<file path="config.mk">
export PLATFORM = sky130hd
export DESIGN_NAME = htd_frame_tagger
export DESIGN_NICKNAME = d
export VERILOG_FILES = /design/src/rtl/htd_frame_tagger.sv
export SDC_FILE = /design/constraint.sdc
export NUM_CORES = 1
export LEC_CHECK = 0
export CAP_MARGIN = 20
export CORE_MARGIN = 1
export CORE_UTILIZATION = 34
export CTS_CLUSTER_DIAMETER = 200
export CTS_CLUSTER_SIZE = 20
export DETAILED_ROUTE_END_ITERATION = 8
export HOLD_SLACK_MARGIN = 0.03
export PLACE_DENSITY_LB_ADDON = 0.05
export SLEW_MARGIN = 20
export SYNTH_ARGS = -nofsm -noshare
export SYNTH_HDL_FRONTEND = slang
export SYNTH_SLANG_ARGS = --single-unit
</file>
<file path="constraint.sdc">
create_clock -name i_clk -period 4.15 [get_ports i_clk]
set_input_delay 1.245 -clock i_clk [delete_from_list [all_inputs] [get_ports i_clk]]
set_output_delay 1.245 -clock i_clk [all_outputs]
set_load 0.05 [all_outputs]
</file>
<file path="src/rtl/htd_frame_tagger.sv">
// htd_frame_tagger: tags each beat of a strobe-delimited frame with separate
// SOP/EOP bits, reports the frame length on the last beat and truncates frames
// longer than MAX_LEN with a one-cycle error pulse.
// One beat is held internally so that EOP can be decided by looking one beat ahead.
// Optional macro HTD_FRAME_CNT_EN builds a completed-frame counter on ov_frame_cnt;
// when it is undefined, ov_frame_cnt is tied to zero.
module htd_frame_tagger #(
  parameter int DATA_WIDTH = 8,
  parameter int MAX_LEN    = 1518,
  parameter int LEN_WIDTH  = 16,
  parameter int CNT_WIDTH  = 16
) (
  input  logic                    i_clk,
  input  logic                    i_rst,
  input  logic [DATA_WIDTH-1:0]   iv_data,
  input  logic                    i_data_wr,
  output logic [DATA_WIDTH+1:0]   ov_data,
  output logic                    o_data_wr,
  output logic [LEN_WIDTH-1:0]    ov_frame_len,
  output logic                    o_trunc_err,
  output logic [CNT_WIDTH-1:0]    ov_frame_cnt
);

  typedef enum logic [1:0] {
    IDLE  = 2'd0,
    TRANS = 2'd1,
    DROP  = 2'd2
  } state_t;

  localparam logic [LEN_WIDTH-1:0] MAX_LEN_C = LEN_WIDTH'(MAX_LEN);

  state_t                  state_q, state_d;
  logic [DATA_WIDTH-1:0]   held_data_q, held_data_d;
  logic                    held_sop_q, held_sop_d;
  logic                    held_vld_q, held_vld_d;
  logic [LEN_WIDTH-1:0]    cnt_q, cnt_d;
  logic                    wr_d_q;
  logic [DATA_WIDTH+1:0]   ov_data_q, ov_data_d;
  logic                    o_data_wr_q, o_data_wr_d;
  logic [LEN_WIDTH-1:0]    frame_len_q, frame_len_d;
  logic                    trunc_err_q, trunc_err_d;
  logic                    eop_s;
  logic                    at_max_s;

  // Next-state, capture and emission logic for the held beat.
  always_comb begin
    state_d     = state_q;
    held_data_d = held_data_q;
    held_sop_d  = held_sop_q;
    held_vld_d  = held_vld_q;
    cnt_d       = cnt_q;
    ov_data_d   = ov_data_q;
    o_data_wr_d = 1'b0;
    frame_len_d = frame_len_q;
    trunc_err_d = 1'b0;
    at_max_s    = (cnt_q == MAX_LEN_C);
    eop_s       = !i_data_wr || at_max_s;

    // The held beat leaves on this edge; the EOP decision uses the current strobe.
    if (held_vld_q) begin
      ov_data_d   = {held_sop_q, eop_s, held_data_q};
      o_data_wr_d = 1'b1;
      trunc_err_d = i_data_wr && at_max_s;
      if (eop_s) begin
        frame_len_d = cnt_q;
      end else begin
        frame_len_d = frame_len_q;
      end
    end else begin
      o_data_wr_d = 1'b0;
    end

    case (state_q)
      IDLE: begin
        held_vld_d = 1'b0;
        // Only a rising strobe starts a frame; a tail seen after reset is skipped.
        if (i_data_wr && !wr_d_q) begin
          held_data_d = iv_data;
          held_sop_d  = 1'b1;
          held_vld_d  = 1'b1;
          cnt_d       = LEN_WIDTH'(1);
          state_d     = TRANS;
        end else begin
          state_d     = IDLE;
        end
      end
      TRANS: begin
        if (!i_data_wr) begin
          held_vld_d = 1'b0;
          state_d    = IDLE;
        end else if (at_max_s) begin
          held_vld_d = 1'b0;
          state_d    = DROP;
        end else begin
          held_data_d = iv_data;
          held_sop_d  = 1'b0;
          held_vld_d  = 1'b1;
          cnt_d       = cnt_q + LEN_WIDTH'(1);
          state_d     = TRANS;
        end
      end
      DROP: begin
        held_vld_d = 1'b0;
        if (!i_data_wr) begin
          state_d = IDLE;
        end else begin
          state_d = DROP;
        end
      end
      default: begin
        held_vld_d = 1'b0;
        state_d    = IDLE;
      end
    endcase
  end

  // State, held beat and registered outputs; wr_d resets high to ignore a frame tail.
  always_ff @(posedge i_clk or posedge i_rst) begin
    if (i_rst) begin
      state_q     <= IDLE;
      held_data_q <= '0;
      held_sop_q  <= 1'b0;
      held_vld_q  <= 1'b0;
      cnt_q       <= '0;
      wr_d_q      <= 1'b1;
      ov_data_q   <= '0;
      o_data_wr_q <= 1'b0;
      frame_len_q <= '0;
      trunc_err_q <= 1'b0;
    end else begin
      state_q     <= state_d;
      held_data_q <= held_data_d;
      held_sop_q  <= held_sop_d;
      held_vld_q  <= held_vld_d;
      cnt_q       <= cnt_d;
      wr_d_q      <= i_data_wr;
      ov_data_q   <= ov_data_d;
      o_data_wr_q <= o_data_wr_d;
      frame_len_q <= frame_len_d;
      trunc_err_q <= trunc_err_d;
    end
  end

  assign ov_data      = ov_data_q;
  assign o_data_wr    = o_data_wr_q;
  assign ov_frame_len = frame_len_q;
  assign o_trunc_err  = trunc_err_q;

`ifdef HTD_FRAME_CNT_EN
  logic [CNT_WIDTH-1:0] frame_cnt_q;

  // Count every emitted EOP beat, truncated frames included; wraps naturally.
  always_ff @(posedge i_clk or posedge i_rst) begin
    if (i_rst) begin
      frame_cnt_q <= '0;
    end else if (held_vld_q && eop_s) begin
      frame_cnt_q <= frame_cnt_q + CNT_WIDTH'(1);
    end else begin
      frame_cnt_q <= frame_cnt_q;
    end
  end

  assign ov_frame_cnt = frame_cnt_q;
`else
  assign ov_frame_cnt = '0;
`endif

endmodule

</file>
==> results of run 1 <==
-- placed cells by master (no fill, tap or decap), drive strengths merged, types with 2 or more instances in the layout --
cell type      count
dfrtp             56
clkdlybuf4s50     38
mux2              34
a31oi             16
conb              16
clkbuf            14
nand2              8
o21ai              8
nor2               7
inv                7
nand3              6
nand4              6
a21oi              6
nor4               5
o21a               3
buf                3
nor2b              2
and3               2
a21o               2
a41oi              2
ha                 2
or4b               2
-- power by group through the flow --
stage / sequential (W) / combinational [W] / clock, W
final: 0.000794 / 0.000666 / 0.000469
after global routing: 0.000816 / 0.000704 / 0.000506
after CTS: 0.000793 / 0.000672 / 0.000483
after detailed placement: 0.000803 / 0.000669 / 0
after global placement: 0.000802 / 0.000665 / 0
after floorplan: 0.000999 / 0.000274 / 0
-- cells in the mapped netlist (all sizes together), types with 2 or more instances --
cell,number
nor2b,2
a31oi,16
nand2,8
nand3,6
nor2,7
mux2,34
ha,2
nand4,6
a21o,2
a41oi,2
o21ai,8
a21oi,6
buf,18
and3,2
inv,7
o21a,3
or4b,2
nor4,5
dfrtp,56
clkbuf,9
-- registers in the layout, indices dropped and copies added (netlist names) --
register      count
cnt_q            16
ov_frame_len     16
ov_data          10
held_data_q       8
state_q           2
held_sop_q        1
held_vld_q        1
o_data_wr         1
o_trunc_err       1
wr_d_q            1
-- layout make-up --
class | count | area (sq um) | share of cell area
flip-flops and latches | 57 | 1430 | 0.441
multi-input cells | 141 | 1080 | 0.334
repair buffers | 41 | 403 | 0.124
clock buffers | 14 | 163 | 0.0502
well taps | 99 | 124 | 0.0382
inverters | 7 | 26.3 | 0.00811
clock inverters | 2 | 12.5 | 0.00386
-- through the flow --
step	hold slack (ns)	utilization	area (sq um)	std cells	total power, W
finish	0.478	0.440	3240	361	0.00193
global route	0.513	0.440	3240	361	0.00203
CTS	0.481	0.439	3230	361	0.00195
detailed placement	0.466	0.415	3060	345	0.00147
global placement	0.471	0.415	3060	345	0.00147
floorplan	0.443	-	2700	232	0.00127
-- logic make-up (layout without fill, tap and decap cells) --
family | Yosys count | count (layout) | synth area share
multiplexers | 35 | 35 | 0.163
AND/OR/NAND/NOR | 44 | 44 | 0.0942
adder cells (fa/ha/maj) | 2 | 2 | 0.00946
other | 1 | 16 | 0.00142
buffers and inverters | 34 | 64 | 0.0743
AO/OA/AOI/OAI | 44 | 44 | 0.118
flip-flops | 57 | 57 | 0.540
-- worst paths after layout --
kind | from | to | slack [ns] | cells after the start
min in group asynchronous | i_rst | held_data_q[7] | 1.43 | 3
worst min register to register | held_sop_q | held_sop_q | 0.48 | 1
worst min-delay path | held_sop_q | held_sop_q | 0.48 | 1
worst max-delay path | i_data_wr | held_data_q[3] | 1.15 | 5
max in group asynchronous | i_rst | cnt_q[12] | 2.25 | 3
worst max register to register | cnt_q[0] | ov_frame_len[0] | 1.46 | 6
-- layer usage --
layer,vias to the layer above,GRT usage,share of wire
met4,0,0.0565,0.013
met1,900,0.214,0.50
met5,-,0,0
li1,852,-,-
met2,60,0.199,0.43
met3,9,0.0567,0.058
==> results.yml, run 1 <==
run_status:
  outcome: "finished clean"
clock_network:
  cts_resized: 0
  cts_root_buf: "clkbuf_8"
  h-tree-depth: 3
  cts_hold_buffers: 0
  cts_buffers: 9
  cts_tree: "built"
  postCtsSetupRepairBufs: 0
  clk_latency_ns: 0.34
  clockBufferDepth: 2
  numClockSinks: 57
  clkTransAtPathRegs_ns: 0.07
global_routing:
  grt_max_degree: 58
  grt_pass1_vias: 1781
  antenna_found_initial: 0
  grt_pass1_wl_um: 9330
  grt_util_all_layers: 0.149
  gr-total-overflow: 0
floorplanning:
  initial_core_util: 0.359
  chipWidth_um: 90.2
  core_area_sq_um: 7370
  num_io_pins: 55
  rows: 31
  die-area_sq_um: 8130
  die_h_um: 90.2
power_and_ir_drop:
  internal_power_w: 0.00118
  p_leak_nw: 1.41
  seqPwrFrac: 0.412
  clockPowerShare: 0.243
  irDropWorstVdd_v: 0.000295
  power_density_nw_per_um2: 595
  power.switching_w: 0.000748
  p_comb_frac: 0.345
  swShare: 0.388
worst_setup_path:
  crit_path_max_incr_delay_ns: 0.58
  cp_cell_sequence: "clkdlybuf4s50_1 -> inv_1 -> or4_1 -> o21ai_4 -> mux2_2"
  crit_type: "input port to register"
  end_kind: "register"
  cp.arrival_ns: 3.22
  slowest_stage: "clkdlybuf4s50_1"
  critPathMaxFanout: 24
  critPathTopFamily: "buffers and inverters"
  worst-path-buf-inv: 2
  critPathLaunchType: "input port"
  required_ns: 4.37
timing:
  rsz0062_at_grt: "false"
  finalSetupViolCount: 0
  max_slew_margin: 0.512
  max_freq_ghz: 0.333
  min_period_over_period: 0.723
  tns_ns: 0
  hold_viol: 0
  fin_crit_ns: 3.00
  worst_slew_pin_slew_ns: 0.729
  finClkSkew_ns: 0.00656
  slew_violations: 0
  worst_slack_ns: 1.15
synthesis:
  synthDistinctLibCells: 43
  synthCells: 217
  yosysSeqAreaShare: 0.540
  synth_top_area_share: 0.530
  yosys-top-cells-area: "dfrtp_1 53%, mux2_2 8.5%, mux2_4 5.7%, buf_4 4.5%, a31oi_1 3.8%"
  yosysWarnings: 0
  ys_seq_elements: 57
  netlist_area_sq_um: 2640
  async_flop_share: 1.00
  synthFlopType: "dfrtp_1"
  postSynthAreaPerCell_sq_um: 12.2
  synth_edf_count: 0
  synth_top_area_cell: "dfrtp_1"
finish:
  layout.nets: 270
  diodes: 0
  area_growth_pct: 22.5
  fillers: 733
  drive_above_1_share: 0.202
routing:
  drt_iter0_markers: 118
  antenna_left: 0
  routedWlPerCell_um: 15.2
  drc: 0
  drt_first_pass_iters: 4
  via_count: 1821
  routed_wl_um: 5480
  via_per_inst: 5.04
place:
  io_buffers: 38
  pre_cts_ws_ns: 0.632
  globalplace.congestion: 0.769
  dp_hpwl_um: 3470
min_path:
  hp-class: "register to register"
run:
  max-cap-violations: 0
(Power assumes the default switching activity.)
==> run 2: changes to the inputs <==
==> constraint.sdc (replaced) <==
create_clock -name i_clk -period 2.67 [get_ports i_clk]
set_input_delay 0.801 -clock i_clk [delete_from_list [all_inputs] [get_ports i_clk]]
set_output_delay 0.801 -clock i_clk [all_outputs]
set_load 0.05 [all_outputs]
==> run 2 against run 1 <==
Compared with the run above: critical path depth rose by 3; via count grew 1.4%; non-clock buffer count increased by 15; clock power increased by 41%; die area unchanged; sequential share of layout area shrank 1.6 points; first-iteration DRC count is 37% lower; critical path type is now register to register; critical endpoint is now ov_frame_len[8].
==> results.yml, run 2 (synthesis gave the netlist of run 1 again) <==
worst_setup_path:
  crit_path_max_incr_delay_ns: 0.50
  critPathMaxFanout: 10
  end_kind: "register"
  critPathTopFamily: "simple AND/OR/NAND/NOR gates"
  cp_cell_sequence: "inv_1 -> ha_1 -> or4b_4 -> o41ai_4 -> buf_4 -> nand2_2 -> buf_12 -> mux2_4"
  critPathLaunchType: "register"
  required_ns: 2.89
  slowest_stage: "or4b_4"
  cp.arrival_ns: 2.65
  crit_type: "register to register"
  worst-path-buf-inv: 3
routing:
  routed_wl_um: 5600
  drc: 0
  via_count: 1846
  drt_first_pass_iters: 4
  antenna_left: 0
  drt_iter0_markers: 74
  via_per_inst: 4.91
  routedWlPerCell_um: 14.9
timing:
  worst_hold_slack_ns: 0.478
  rsz0062_at_grt: "false"
  max_slew_margin: 0.616
  worst_slew_pin_slew_ns: 0.576
  min_period_over_period: 0.910
  slew_violations: 0
  fin_crit_ns: 2.43
  max_freq_ghz: 0.412
  finalSetupViolCount: 0
  hold_viol: 0
  finClkSkew_ns: 0.0122
floorplanning:
  chipWidth_um: 90.2
  initial_core_util: 0.359
  die-area_sq_um: 8130
  rows: 31
  core_area_sq_um: 7370
  die_h_um: 90.2
  num_io_pins: 55
power_and_ir_drop:
  power.switching_w: 0.00116
  seqPwrFrac: 0.404
  p_leak_nw: 1.50
  swShare: 0.389
  irDropWorstVdd_v: 0.000388
  power_w: 0.00298
  p_comb_frac: 0.374
  clockPowerShare: 0.222
  internal_power_w: 0.00182
  power_density_nw_per_um2: 887
clock_network:
  cts_hold_buffers: 0
  cts_root_buf: "clkbuf_8"
  h-tree-depth: 3
  numClockSinks: 57
  cts_buffers: 9
  cts_resized: 0
  cts_tree: "built"
  clk_latency_ns: 0.34
  clockBufferDepth: 2
  clkTransAtPathRegs_ns: 0.07
  postCtsSetupRepairBufs: 0
finish:
  area_growth_pct: 27.2
  diodes: 0
  final_cell_mix: "56 x dfrtp_1, 38 x clkdlybuf4s50_1, 20 x mux2_2, 16 x a31oi_1, 16 x conb_1"
  layout.nets: 285
  final_util: 0.456
  fillers: 703
  drive_above_1_share: 0.245
  final_cell_count_no_fill: 376
  final_common_cell: "dfrtp_1"
place:
  dp_cells: 360
  globalplace.congestion: 0.744
  dp_hpwl_um: 3770
  io_buffers: 38
global_routing:
  grt_util_all_layers: 0.150
  grt_pass1_wl_um: 9290
  antenna_found_initial: 0
  grt_pass1_vias: 1742
  gr-total-overflow: 0
  grt_max_degree: 58
run_status:
  outcome: "finished clean"
min_path:
  hp-class: "register to register"
run:
  max-cap-violations: 0
==> run 2: changes by cell type in the layout (fill, tap and decap cells not counted) <==
| cell | previous run | this run |
|---|---|---|
| clkinvlp_4 | 1 | 0 |
| buf_4 | 3 | 15 |
| o21ai_2 | 0 | 1 |
| o21ai_4 | 1 | 0 |
| buf_12 | 0 | 3 |
| clkbuf_8 | 11 | 9 |
| clkinv_2 | 1 | 4 |
==> run 2: per-stage QoR <==
stage          cell area, sq um  setup TNS [ns]  worst slack [ns]
2_1_floorplan              2700               0             0.392
3_3_place_gp               3210               0           0.00942
3_5_place_dp               3210         -0.0194           -0.0194
4_1_cts                    3360               0             0.230
5_1_grt                    3360               0             0.153
6_report                   3360               0             0.241
==> run 2: layout make-up <==
| cell class | count | area, sq um | area share |
|---|---|---|---|
| sequential | 57 | 1430 | 0.425 |
| multi-input combinational | 141 | 1080 | 0.320 |
| timing repair buffer | 56 | 553 | 0.164 |
| clock buffer | 12 | 135 | 0.0402 |
| tap | 99 | 124 | 0.0368 |
| inverter | 7 | 26.3 | 0.00782 |
| clock inverter | 4 | 20.0 | 0.00595 |
==> run 2: power by group through the flow <==
| stage | Clock (W) | Combinational [W] | Sequential (W) |
|---|---|---|---|
| 2_1_floorplan | 0 | 0.000426 | 0.00155 |
| 6_report | 0.000662 | 0.00111 | 0.00120 |
| 3_3_place_gp | 0 | 0.00111 | 0.00122 |
| 3_5_place_dp | 0 | 0.00112 | 0.00122 |
| 4_1_cts | 0.000692 | 0.00112 | 0.00121 |
| 5_1_grt | 0.000737 | 0.00117 | 0.00124 |
==> run 2: layer usage <==
metal | global-route usage | wire length [um] | vias up
met1 | 0.220 | 2880 | 882
li1 | - | - | 883
met2 | 0.204 | 2370 | 67
met5 | 0 | 0 | -
met4 | 0.0645 | 90 | 0
met3 | 0.0431 | 259 | 14
==> run 2: worst register-to-register path, delay by kind of cell (launching register included) <==
| kind | cells | cell delay, ns |
|---|---|---|
| simple gates | 2 | 0.60 |
| buf+inv | 3 | 0.49 |
| flops | 1 | 0.38 |
| compound gates | 1 | 0.38 |
| mux | 1 | 0.30 |
| fa+ha+maj | 1 | 0.18 |
==> run 2: worst paths after layout <==
kind | startpoint | end | slack (ns) | cells after the start
setup / recovery | cnt_q[0] | ov_frame_len[8] | 0.24 | 8
hold / removal | held_sop_q | held_sop_q | 0.48 | 1
setup reg to reg | cnt_q[0] | ov_frame_len[8] | 0.24 | 8
hold reg to reg | held_sop_q | held_sop_q | 0.48 | 1
max in group asynchronous | i_rst | wr_d_q | 1.52 | 3
min in group asynchronous | i_rst | ov_data[7] | 0.83 | 3
==> run 3: changes to the inputs <==
--- a/config.mk
+++ b/config.mk
@@ -6,6 +6,7 @@
 export NUM_CORES = 1
 export LEC_CHECK = 0
 export CAP_MARGIN = 20
+export CORE_ASPECT_RATIO = 0.8
 export CORE_MARGIN = 1
 export CORE_UTILIZATION = 34
 export CTS_CLUSTER_DIAMETER = 200
==> run 3 against run 2 <==
Compared with the run above: critical path depth unchanged; count of clock-buffer cells in the layout down 2; worst setup slack better by 0.022 ns; cell area rose by 3.1%; flip-flop and latch count is the same; worst hold slack gained 0.0020 ns; largest cell class unchanged.
==> results.yml, run 3 (synthesis gave the netlist of run 1 again) <==
worst_setup_path:
  critPathLaunchType: "register"
  cp.arrival_ns: 2.63
  required_ns: 2.89
  crit_type: "register to register"
  end_kind: "register"
  reg2regPathDepth: 8
  r2r_start: "cnt_q[0]"
  r2r_slack_ns: 0.26
  critPathMaxFanout: 15
  reg2reg_to: "cnt_q[0]"
floorplanning:
  core_area_sq_um: 7460
  num_io_pins: 55
  chipWidth_um: 101
  die-area_sq_um: 8130
  rows: 28
  die_h_um: 80.9
  initial_core_util: 0.354
min_path:
  whs_path_depth: 1
  min_to: "held_sop_q"
  min_from: "held_sop_q"
  hp-class: "register to register"
finish:
  area_growth_pct: 31.0
  regArea_sq_um: 1430
  layout.nets: 286
  fillers: 698
  drive_above_1_share: 0.259
  diodes: 0
  multi_input_comb_area_sq_um: 1080
  final_common_cell: "dfrtp_1"
  final_cell_mix: "56 x dfrtp_1, 38 x clkdlybuf4s50_1, 20 x mux2_2"
  fin_area_sq_um: 3460
routing:
  via_per_inst: 4.74
  drt_iter0_markers: 92
  drc: 0
  routed_wl_um: 5500
  antenna_left: 0
  drt_first_pass_iters: 4
  via_count: 1816
  routedWlPerCell_um: 14.4
place:
  dp_hpwl_um: 3720
  io_buffers: 38
  place_area_sq_um: 3220
  globalplace.congestion: 0.753
power_and_ir_drop:
  irDropWorstVdd_v: 0.000542
  power_density_nw_per_um2: 956
  p_leak_nw: 1.55
timing:
  min_period_over_period: 0.901
  tns_ns: 0
  worst_hold_slack_ns: 0.480
  finClkSkew_ns: 0.00700
  max_slew_margin: 0.631
  worst_slew_pin_slew_ns: 0.554
  slew_violations: 0
  finalSetupViolCount: 0
  rsz0062_at_grt: "false"
  hold_viol: 0
  fin_crit_ns: 2.41
  max_freq_ghz: 0.415
global_routing:
  gr-total-overflow: 0
  grt_pass1_vias: 1681
  grt_util_all_layers: 0.151
  antenna_found_initial: 0
  grt_pass1_wl_um: 9040
  grt_max_degree: 58
clock_network:
  cts_hold_buffers: 0
  clk_latency_ns: 0.33
  cts_tree: "built"
  clockBufferDepth: 2
  h-tree-depth: 3
  numClockSinks: 57
  cts_root_buf: "clkbuf_8"
  cts_resized: 0
  clkTransAtPathRegs_ns: 0.07
  cts_buffers: 9
  postCtsSetupRepairBufs: 0
run_status:
  outcome: "finished clean"
run:
  max-cap-violations: 0
run 3: stage by stage:
step	std cells	power (W)	setup WS, ns	util
floorplan	232	0.00198	0.392	-
global placement	367	0.00235	0.102	0.432
detailed placement	367	0.00235	0.0798	0.432
CTS	383	0.00336	0.252	0.464
global route	383	0.00347	0.0977	0.464
finish	383	0.00331	0.263	0.464
run 3: worst max path at each step:
stage,to,from,cells after the start
6_report,cnt_q[0],cnt_q[0],8
5_1_grt,cnt_q[6],cnt_q[0],8
4_1_cts,cnt_q[0],cnt_q[0],8
3_5_place_dp,held_data_q[3],i_data_wr,6
3_3_place_gp,held_data_q[2],i_data_wr,6
2_1_floorplan,ov_frame_len[0],cnt_q[0],7
run 3: per-layer routing:
layer / vias up / track usage / wire (um)
li1: 886 / - / -
met4: 0 / 0.0739 / 105
met2: 49 / 0.186 / 2140
met3: 9 / 0.0499 / 216
met5: - / 0 / 0
met1: 872 / 0.229 / 3040
run 3: final cells by class:
cell class,count,area share
Clock buffer,10,0.0397
Timing Repair Buffer,57,0.162
Inverter,7,0.00758
Tap cell,105,0.0379
Sequential cell,57,0.412
Clock inverter,6,0.0303
Multi-Input combinational cell,141,0.311
run 3: report_power, final:
part / internal, W / switching, W
Sequential: 0.00105 / 0.000135
Combinational: 0.000451 / 0.000693
Clock: 0.000640 / 0.000344
Total: 0.00214 / 0.00117
run 3: worst max-delay path, stage by stage, from the launching register on:
cell and delay (ns):
dfrtp_1 0.38, inv_1 0.08, ha_1 0.16, or4b_4 0.50
o41ai_4 0.43, buf_4 0.19, o21ai_2 0.07, buf_4 0.22
mux2_2 0.27
